<file path="config.mk">
export PLATFORM = sky130hd
export DESIGN_NAME = spi_reg_config
export DESIGN_NICKNAME = d
export VERILOG_FILES = /design/src/rtl/spi_reg_config.sv
export SDC_FILE = /design/constraint.sdc
export NUM_CORES = 1
export LEC_CHECK = 0
export CORE_MARGIN = 2
export CORE_UTILIZATION = 40
export DETAILED_ROUTE_END_ITERATION = 8
export SYNTH_ARGS = -nofsm -noshare
export SYNTH_HDL_FRONTEND = slang
export SYNTH_SLANG_ARGS = --single-unit
export TNS_END_PERCENT = 30
</file>
<file path="constraint.sdc">
create_clock -name clk -period 1.94 [get_ports clk]
set_clock_uncertainty 0.2 [all_clocks]
set_input_delay 0.291 -clock clk [delete_from_list [all_inputs] [get_ports clk]]
set_output_delay 0.291 -clock clk [all_outputs]
set_load 0.01 [all_outputs]
</file>
<file path="src/rtl/spi_reg_config.sv">
// SPI mode-0 write-only configuration port: 16-bit frames {W, addr[6:0], data[7:0]}
// update five 8-bit enable/duty registers; everything is resynchronised into clk.
module spi_reg_config #(
   parameter int         SYNC_STAGES = 2,
   parameter logic [6:0] MAX_ADDR    = 7'h04
) (
   input  logic       clk,
   input  logic       rst_n,
   input  logic       sclk,
   input  logic       copi,
   input  logic       ncs,
   output logic [7:0] en_reg_out_7_0,
   output logic [7:0] en_reg_out_15_8,
   output logic [7:0] en_reg_pwm_7_0,
   output logic [7:0] en_reg_pwm_15_8,
   output logic [7:0] pwm_duty_cycle,
   output logic [1:0] o_dbg_state
);

   typedef enum logic [1:0] {
      ST_IDLE   = 2'd0,
      ST_SHIFT  = 2'd1,
      ST_COMMIT = 2'd2
   } state_t;

   state_t                 r_state;
   state_t                 w_state_nxt;

   logic [SYNC_STAGES-1:0] r_sclk_sync;
   logic [SYNC_STAGES-1:0] r_copi_sync;
   logic [SYNC_STAGES-1:0] r_ncs_sync;
   logic                   r_sclk_d;
   logic                   r_ncs_d;
   logic [SYNC_STAGES:0]   r_flush;
   logic                   r_ncs_armed;

   logic [15:0]            r_shift;
   logic [4:0]             r_cnt;

   logic                   w_sclk_s;
   logic                   w_copi_s;
   logic                   w_ncs_s;
   logic                   w_sclk_rise;
   logic                   w_ncs_fall;
   logic                   w_ncs_rise;
   logic                   w_start;
   logic                   w_write;

   assign w_sclk_s    = r_sclk_sync[SYNC_STAGES-1];
   assign w_copi_s    = r_copi_sync[SYNC_STAGES-1];
   assign w_ncs_s     = r_ncs_sync[SYNC_STAGES-1];
   assign w_sclk_rise = w_sclk_s & ~r_sclk_d;
   assign w_ncs_fall  = ~w_ncs_s & r_ncs_d;
   assign w_ncs_rise  = w_ncs_s & ~r_ncs_d;

   // A frame may only start once ncs has been seen high through a fully flushed
   // synchronizer, so a chip select held low across reset release cannot start one.
   assign w_start     = w_ncs_fall & r_ncs_armed;

   assign w_write     = (r_state == ST_COMMIT) && (r_cnt == 5'd16) &&
                        r_shift[15] && (r_shift[14:8] <= MAX_ADDR);

   always_ff @(posedge clk or negedge rst_n) begin
      if (!rst_n) begin
         r_sclk_sync <= '0;
         r_copi_sync <= '0;
         r_ncs_sync  <= '1;
         r_sclk_d    <= 1'b0;
         r_ncs_d     <= 1'b1;
         r_flush     <= '0;
         r_ncs_armed <= 1'b0;
      end else begin
         r_sclk_sync <= {r_sclk_sync[SYNC_STAGES-2:0], sclk};
         r_copi_sync <= {r_copi_sync[SYNC_STAGES-2:0], copi};
         r_ncs_sync  <= {r_ncs_sync[SYNC_STAGES-2:0], ncs};
         r_sclk_d    <= w_sclk_s;
         r_ncs_d     <= w_ncs_s;
         r_flush     <= {r_flush[SYNC_STAGES-1:0], 1'b1};
         r_ncs_armed <= r_ncs_armed | (r_flush[SYNC_STAGES] & r_ncs_d);
      end
   end

   always_ff @(posedge clk or negedge rst_n) begin
      if (!rst_n) begin
         r_state <= ST_IDLE;
      end else begin
         r_state <= w_state_nxt;
      end
   end

   always_comb begin
      w_state_nxt = r_state;
      case (r_state)
         ST_IDLE:   if (w_start)    w_state_nxt = ST_SHIFT;
         ST_SHIFT:  if (w_ncs_rise) w_state_nxt = ST_COMMIT;
         ST_COMMIT: w_state_nxt = ST_IDLE;
         default:   w_state_nxt = ST_IDLE;
      endcase
   end

   always_ff @(posedge clk or negedge rst_n) begin
      if (!rst_n) begin
         r_shift <= '0;
         r_cnt   <= '0;
      end else if ((r_state == ST_IDLE) && w_start) begin
         r_shift <= '0;
         r_cnt   <= '0;
      end else if ((r_state == ST_SHIFT) && w_sclk_rise) begin
         r_shift <= {r_shift[14:0], w_copi_s};
         // 17 is sticky and means "too many bits"
         r_cnt   <= (r_cnt >= 5'd17) ? 5'd17 : r_cnt + 5'd1;
      end
   end

   always_ff @(posedge clk or negedge rst_n) begin
      if (!rst_n) begin
         en_reg_out_7_0  <= 8'h00;
         en_reg_out_15_8 <= 8'h00;
         en_reg_pwm_7_0  <= 8'h00;
         en_reg_pwm_15_8 <= 8'h00;
         pwm_duty_cycle  <= 8'h00;
      end else if (w_write) begin
         case (r_shift[14:8])
            7'd0:    en_reg_out_7_0  <= r_shift[7:0];
            7'd1:    en_reg_out_15_8 <= r_shift[7:0];
            7'd2:    en_reg_pwm_7_0  <= r_shift[7:0];
            7'd3:    en_reg_pwm_15_8 <= r_shift[7:0];
            7'd4:    pwm_duty_cycle  <= r_shift[7:0];
            default: ;
         endcase
      end
   end

   assign o_dbg_state = r_state;

endmodule

</file>
==> flow_summary.yaml <==
run_status:
  status: "completed"
layout:
  fin_util: 0.5472
  final_cell_mix: "dfrtp_1 (72), clkdlybuf4s50_1 (44), mux2_2 (38), nand2_1 (33), o21ai_0 (18)"
  fillers: 627
  drive_gt1_frac: 0.3230
  finalNetCount: 294
  final_area_mm2: 0.003926
  antennaDiodeCount: 0
  final_cells: 390
  area_growth_pct: 33.99
  final_common_cell: "dfrtp_1"
place:
  pre_cts_ws_ps: -77.13
  dp.cells: 371
  dpl.hpwl_mm: 3.873
  io_buffers: 46
  place.gp.congestion: 0.7418
  place_area_mm2: 0.003623
synth:
  yosys-top-cells-area: "dfrtp_1 (61%), mux2_2 (15%), nand2_1 (4.2%), o21ai_0 (3.1%), dfstp_2 (2.7%)"
  syn_inst: 216
  synth_cell_types: 32
  synth-seq-cells: 75
  yosysTopAreaCell: "dfrtp_1"
  yosysWarnings: 0
  synth.avg_cell_area_um2: 13.57
  syn_area_mm2: 0.002930
  synth.top_cell.area_share: 0.6149
  synth-async-reset-ratio: 1.000
  ys.flop_type: "dfrtp_1"
  synth_fp_nets: 224
  yosysSeqAreaShare: 0.6418
  synth-edff-count: 0
global_route:
  use_met3: 0.04205
  grtUsageTotal: 0.1605
  overflow: 0
  grt_busiest_layer: "met1"
  antenna_found_initial: 0
  grt_util_met2: 0.2139
  grt_pass1_vias: 1783
  grt_pass1_wl_mm: 9.508
  grt_max_degree: 35
  grt_util_met1: 0.2447
worst_setup_path:
  critPathMaxFanout: 8
  worstSetupPathType: "flop to flop"
  required_ps: 1970
  arrival_ps: 1950
  end_kind: "flop"
  start_kind: "flop"
detailed_routing:
  num_vias: 1914
  postRouteAntennaNets: 0
  first_pass_iters: 4
  wl_mm: 5.770
  drc_errors: 0
  drt_first_iter_violations: 74
  viasPerCell: 4.908
  avgRoutedWirePerCell_um: 14.79
clock_tree:
  cts_root_buf: "clkbuf_8"
  cts_sinks: 75
  clkTransAtPathRegs_ps: 80
  cts_tree: "done"
  insertion_delay_ps: 350
  clockBufferDepth: 2
  htreeDepth: 3
  cts_made_buffers: 9
power_and_ir_drop:
  powerDensity_mw_per_mm2: 809.9
  p_total_mw: 3.180
  switchingPower_uw: 836.1
  leakage_nw: 1.840
  seq_power_share: 0.524
  netSwitchingFraction: 0.2629
  peakVddDrop_mv: 0.4861
  p_int_mw: 2.344
  pwr-share-comb: 0.083
  clkPwrFrac: 0.393
sta:
  hold_violations: 0
  post-route-period-util: 0.9910
  fin_hold_ws_ps: 138.8
  max_freq_mhz: 520.1
  setup_slack_ps: 17.40
  rsz0062_at_grt: "yes"
  fin_setup_tns_ps: 0
  setup_viol: 0
  period_needed_ps: 1923
  finalMaxSlewViolations: 0
die:
  dieArea_mm2: 0.008026
  start_util: 0.4084
  die_height_um: 89.59
  rows: 31
  die_x_um: 89.59
  core_region_area_mm2: 0.007176
  io_pins: 47
min_path:
  hold_path_class: "input port to flop"
run:
  maxCapViolations: 0
## metal layers
| metal | part of all wire | vias to the layer above |
|---|---|---|
| li1 | - | 911 |
| met1 | 0.48 | 957 |
| met2 | 0.46 | 37 |
| met3 | 0.039 | 9 |
| met4 | 0.018 | 0 |
| met5 | 0 | - |
## sequential cells by signal (all words and copies together), names as in the netlist, 3 cells and up
register / flops
r_shift: 16
en_reg_out_15_8: 8
en_reg_out_7_0: 8
en_reg_pwm_15_8: 8
en_reg_pwm_7_0: 8
pwm_duty_cycle: 8
r_cnt: 5
r_flush: 3
## critical path, cell delays in order, from the launching register on
cell and delay [ps]:
dfrtp_1 390, inv_2 100, ha_4 130, and4b_2 290, buf_6 120, nand4_2 90, buf_6 180, mux2_4 300
## final cells by class
class                           count  area, µm²  area share
Clock buffer                        9      123.9     0.03155
Clock inverter                      7      82.58     0.02103
Inverter                            4      15.01    0.003824
Multi-Input combinational cell    130       1064      0.2709
Sequential cell                    75       1881      0.4790
Tap cell                           99      123.9     0.03155
Timing Repair Buffer               66      636.9      0.1622
## power groups by stage
stage / Sequential, mW / Clock [mW] / Combinational [mW]
2_1_floorplan: 1.69 / 0 / 0.106
3_3_place_gp: 1.69 / 0 / 0.237
3_5_place_dp: 1.69 / 0 / 0.247
4_1_cts: 1.66 / 1.27 / 0.249
5_1_grt: 1.67 / 1.35 / 0.317
6_report: 1.67 / 1.25 / 0.265
## final timing paths
| path | slack [ps] | cells past startpoint | end | from |
|---|---|---|---|---|
| setup reg to reg | 20 | 7 | en_reg_out_7_0[4] | r_cnt[1] |
| setup / recovery | 20 | 7 | en_reg_out_7_0[4] | r_cnt[1] |
| min in group asynchronous | 180 | 2 | r_shift[3] | rst_n |
| hold / removal | 140 | 1 | r_ncs_sync[0] | ncs |
| max in group asynchronous | 750 | 3 | r_ncs_sync[1] | rst_n |
| hold reg to reg | 160 | 0 | r_copi_sync[1] | r_copi_sync[0] |
## cell families after synthesis
family,after synthesis,share of synthesized area
compound gates,26,0.05210
mux,40,0.1537
other cells,1,0.001280
fa+ha+maj,3,0.01281
flops,75,0.6418
buf+inv,11,0.01494
simple gates,60,0.1234
## synth_stat cells, types with 2 or more instances
cell,n
nand2_1,33
nand4_2,5
mux2_2,40
o21ai_0,18
ha_1,3
clkbuf_1,5
buf_2,2
nor4b_1,4
inv_1,4
nor3_1,2
dfrtp_1,72
nor2_1,3
o32ai_1,2
nand3_1,3
dfstp_2,3
## repair_timing
item,CTS,global route
endpoints found under the hold margin,57,0
gates resized for setup,1,15
hold buffers,1,0
setup endpoints to repair,28,36
pin swaps,0,2
setup buffers,0,2
Note: power is estimated with default switching activity, not from simulation.
